File: config.mk
export PLATFORM = sky130hd
export DESIGN_NAME = fifo_ring_buffer
export DESIGN_NICKNAME = d
export VERILOG_FILES = /design/src/rtl/fifo_ring_buffer.sv
export SDC_FILE = /design/constraint.sdc
export NUM_CORES = 2
export LEC_CHECK = 0
export CAP_MARGIN = 20
export CORE_MARGIN = 2
export CORE_UTILIZATION = 32
export CTS_BUF_LIST = sky130_fd_sc_hd__clkbuf_8
export CTS_CLUSTER_SIZE = 40
export DETAILED_ROUTE_END_ITERATION = 16
export GPL_TIMING_DRIVEN = 0
export MAX_ROUTING_LAYER = met4
export SLEW_MARGIN = 20
export SYNTH_ARGS = -nofsm -noshare
export SYNTH_HDL_FRONTEND = slang
export SYNTH_SLANG_ARGS = --single-unit
File: constraint.sdc
create_clock -name Clock -period 10.35 [get_ports Clock]
set_clock_uncertainty 0.05 [all_clocks]
set_input_delay 1.5525 -clock Clock [delete_from_list [all_inputs] [get_ports Clock]]
set_output_delay 1.5525 -clock Clock [all_outputs]
set_load 0.02 [all_outputs]
File: src/rtl/fifo_ring_buffer.sv
// Circular-buffer FIFO, first-word-fall-through, valid/ready on both sides.
// Occupancy count, almost-full/empty flags, flush and sticky overflow.
module fifo_ring_buffer #(
    parameter int unsigned WIDTH           = 32,
    parameter int unsigned DEPTH           = 64,
    parameter int unsigned ALMOST_FULL_TH  = 56,
    parameter int unsigned ALMOST_EMPTY_TH = 8,
    localparam int unsigned AW             = $clog2(DEPTH)
) (
    input  logic             Clock,
    input  logic             Reset,
    input  logic             Flush,
    input  logic [WIDTH-1:0] In_Data,
    input  logic             In_Valid,
    output logic             In_Ready,
    output logic [WIDTH-1:0] Out_Data,
    output logic             Out_Valid,
    input  logic             Out_Ready,
    output logic [AW:0]      Count,
    output logic             AlmostFull,
    output logic             AlmostEmpty,
    output logic             Overflow
);

    localparam logic [1:0] S_EMPTY  = 2'd0;
    localparam logic [1:0] S_ACTIVE = 2'd1;
    localparam logic [1:0] S_FULL   = 2'd2;

    localparam logic [AW:0] CNT_LAST = (AW+1)'(DEPTH - 1);
    localparam logic [AW:0] CNT_ONE  = (AW+1)'(1);
    localparam logic [AW:0] AF_TH    = (AW+1)'(ALMOST_FULL_TH);
    localparam logic [AW:0] AE_TH    = (AW+1)'(ALMOST_EMPTY_TH);

    logic [1:0]       state;
    logic [1:0]       state_nxt;
    logic [AW-1:0]    wr_ptr;
    logic [AW-1:0]    rd_ptr;
    logic [AW:0]      count_q;
    logic             overflow_q;
    logic             wr_fire;
    logic             rd_fire;
    logic [WIDTH-1:0] mem [DEPTH];

    // Handshake outputs come from registered state only.
    assign In_Ready    = (state != S_FULL);
    assign Out_Valid   = (state != S_EMPTY);
    assign wr_fire     = In_Valid & In_Ready;
    assign rd_fire     = Out_Valid & Out_Ready;

    assign Out_Data    = mem[rd_ptr];
    assign Count       = count_q;
    assign AlmostFull  = (count_q >= AF_TH);
    assign AlmostEmpty = (count_q <= AE_TH);
    assign Overflow    = overflow_q;

    always_comb begin
        state_nxt = state;
        unique case (state)
            S_EMPTY: begin
                if (wr_fire)
                    state_nxt = S_ACTIVE;
            end
            S_ACTIVE: begin
                if (wr_fire && !rd_fire && count_q == CNT_LAST)
                    state_nxt = S_FULL;
                else if (rd_fire && !wr_fire && count_q == CNT_ONE)
                    state_nxt = S_EMPTY;
            end
            S_FULL: begin
                if (rd_fire)
                    state_nxt = S_ACTIVE;
            end
            default: state_nxt = S_EMPTY;
        endcase
        if (Flush)
            state_nxt = S_EMPTY;
    end

    always_ff @(posedge Clock) begin
        if (Reset || Flush) begin
            state      <= S_EMPTY;
            wr_ptr     <= '0;
            rd_ptr     <= '0;
            count_q    <= '0;
            overflow_q <= 1'b0;
        end else begin
            state <= state_nxt;
            if (wr_fire)
                wr_ptr <= wr_ptr + 1'b1;
            if (rd_fire)
                rd_ptr <= rd_ptr + 1'b1;
            if (wr_fire && !rd_fire)
                count_q <= count_q + 1'b1;
            else if (rd_fire && !wr_fire)
                count_q <= count_q - 1'b1;
            if (In_Valid && !In_Ready)
                overflow_q <= 1'b1;
        end
    end

    // Storage is deliberately left unreset.
    always_ff @(posedge Clock) begin
        if (!Reset && !Flush && wr_fire)
            mem[wr_ptr] <= In_Data;
    end

endmodule
==> metrics.txt <==
final wirelength=228000 um; maximum VDD drop=117 uV; synthesized instance count=3303; Die H=502 um; core region area=approximately 250000 um2; Mapped Nets=3348; DIE AREA=252000 um2; grt ovf=0; clk slew on worst S/H paths=0.06 ns; Root Driver=clkbuf_8; # rows=roughly 180; PD cells=around 170 nW/um2; CP Cell Sequence=buf_2 -> buf_2 -> clkbuf_1 -> mux4_2 -> mux4_2 -> a22oi_1 -> nand2_1 -> clkdlybuf4s50_1; WL/cell=approximately 31 um; Top delay family on crit path=buffers and inverters; critical path's slowest cell=a22oi_1; post-synthesis sequential area ratio=between 70% and 80%; layout cells sized above 1=roughly 34%; Ports=81; area grow syn2layout=18.8%; DP HPWL=154000 um; # fillers=about 22000; CTS tree=done; Synth Flop Type=edfxtp_1; Post-synth EDFFs=2048; Hold Fails Final Rpt=0; first-pass GRT wire length=approximately 310000 um; vias per cell=5.35; Synth area leaders=edfxtp_1 77%, mux4_2 17%, dfxtp_1 0.71%, a22oi_1 0.64%, nor2_1 0.45%; synthesized area per cell=24.0 um2; yosys warns=0; PostCTS Resize Cnt=0; Tot Pwr=~0.016 W; post-synth top area share=roughly 77%; R2R cell count=8; Worst Hold Class=reg -> reg; Initial Util=about 32%; DRT Pass-1 Iters=8; Setup WS post-layout=2.69 ns; worst path buffer plus inverter count=4; vias in the first global route=39900; min Tclk post-route=7.66 ns; clock sink count=between 2000 and 2500; Period Utilization, post-route=74.0%; reg-to-reg slack, setup=6.45 ns; Critical Path Source Type=flip-flop; Total GRT Usage=18.5%; RR Startpoint=state[0]; Max-Slew Margin vs Limit=roughly 22%; P_leak=28.6 nW; H-tree Lvls=5; CTS max path bufs=4; mapped cell area=79400 um2; status=finished, final reports clean; Max-Cap Viols=0; slowest stage delay, CP=0.88 ns; crit path to=Out_Data[20]; die width=502 um; Slew @ Worst Pin=between 1 and 1.5 ns; WS Path Type=reg -> out; FMAX=between 100 and 150 MHz; Required @ worst endpoint=8.75 ns; # DRC=0; area leader, netlist=edfxtp_1; cts hold-fix bufs=0; final net count=3948; setup bufs post-CTS=0; DRT antenna net count=0; TritonCTS Buffers=340; Setup violations, final=0; Worst R2R End=mem[25][16]; Synth async-reset ratio=0%; IO buf count=80; pre-CTS WS=3.65 ns; initial antenna violation count=25; RSZ-0062 raised after global routing=false; pin count of the biggest net entering global routing=65; CP Depth=8; via count=39900; max-slew violation count=0; CP Capture Type=output port; Critical Path AT=6.05 ns; #FFs+latches synth=approximately 2100; Synth cell types=51; First DRT Iteration DRCs=5427; CP Max Fanout=10; GP Congestion=0.890; clk_lat worst skew=roughly 1.0 ns
worst min-delay path by stage:
stage                    from        end  slack, ns  cells after the start
finish               Overflow   Overflow       0.42                      2
global placement     Overflow   Overflow       0.41                      2
detailed placement   Overflow   Overflow       0.41                      2
global route         Overflow   Overflow       0.44                      2
floorplan           rd_ptr[1]  flip-flop       0.42                      2
CTS                  Overflow   Overflow       0.43                      2
registers in the layout, summed over array words and instances, names as in the netlist, named ones only:
signal	count
rd_ptr	6
wr_ptr	6
Count	7
mem	2048
state	2
Overflow	1
logic make-up (layout without fill, tap and decap cells):
logic type                 Yosys count  in the layout  synth area share, %
AOI/OAI and AO/OA                  145            145                 1.42
muxes                              639            639                 17.4
adders and majority gates            8              8                0.126
xor gates and xnor gates            15             15                0.165
and+or+nand+nor                    233            233                 1.38
other                                0             14                    0
buffers and inverters              187           1014                 1.34
DFF                               2076           2076                 78.2
Yosys cell counts, types with 8 or more instances:
library cell	instances
ha_1	8
clkbuf_1	67
nand2_1	39
a221oi_1	8
buf_4	21
mux2i_1	30
nor3_1	22
edfxtp_1	2048
dfxtp_1	28
buf_1	19
mux4_2	591
and3_1	9
mux2_2	18
buf_2	42
nand3_1	16
nor2_1	95
a21oi_1	14
buf_6	31
xor2_1	11
nor2b_1	17
a22oi_1	68
worst min-delay path, delay by kind of cell, from the launching register on:
| kind | cells | cell delay, ns |
|---|---|---|
| flops | 1 | 0.33 |
| simple gates | 1 | 0.07 |
| compound gates | 1 | 0.04 |
cells in the final DEF, fill, tap and decap left out, types with 16 or more instances in the layout:
| cell | n |
|---|---|
| a22oi_1 | 68 |
| buf_1 | 17 |
| buf_12 | 69 |
| buf_16 | 75 |
| buf_2 | 78 |
| buf_4 | 44 |
| buf_6 | 38 |
| clkbuf_1 | 59 |
| clkbuf_8 | 344 |
| clkdlybuf4s50_1 | 48 |
| clkinv_1 | 78 |
| clkinv_2 | 19 |
| dfxtp_1 | 28 |
| edfxtp_1 | 2048 |
| inv_1 | 116 |
| mux2_2 | 18 |
| mux2i_1 | 30 |
| mux4_2 | 591 |
| nand2_1 | 39 |
| nand3_1 | 16 |
| nor2_1 | 33 |
| nor2_4 | 60 |
| nor2b_1 | 17 |
| nor3_1 | 20 |
metrics by stage:
| step | TNS [ns] | hold WS, ns | instance area, um2 | util [%] | std cells |
|---|---|---|---|---|---|
| 6_report | 0 | 0.423 | 94300 | 38.3 | 7456 |
| 5_1_grt | 0 | 0.440 | 94300 | 38.3 | 7452 |
| 2_1_floorplan | 0 | 0.418 | 79400 | - | 3303 |
| 3_3_place_gp | -83.40 | 0.413 | 84300 | 34.2 | 6695 |
| 4_1_cts | 0 | 0.428 | 94200 | 38.2 | 7437 |
| 3_5_place_dp | 0 | 0.411 | 88300 | 35.9 | 6868 |
cell type report:
cell class,instances,area [um2],share of cell area [%]
sequential,2076,62100,65.8
timing repair buffer,258,4370,4.63
tap,3312,4140,4.40
inverter,7,26.3,0.0279
antenna,14,35.0,0.0372
multi-input combinational,1040,16700,17.8
clock inverter,225,1120,1.19
clock buffer,344,4730,5.02
buffer,180,1050,1.12
routing by layer:
layer	share of wire, %	track usage, %	wire length (um)
met5	0	-	0
met4	4.1	7.16	9410
met3	10	4.72	22800
met2	47	28.1	107000
met1	39	23.7	88700
power by group:
| group | switching, W | internal (W) | leakage [nW] |
|---|---|---|---|
| clock | 0.00315 | 0.00326 | 3.38 |
| sequential | 0.00000382 | 0.00924 | 18.6 |
| combinational | 0.000229 | 0.0000994 | 6.54 |
| total | 0.00338 | 0.0126 | 28.6 |
(Power assumes the default switching activity.)
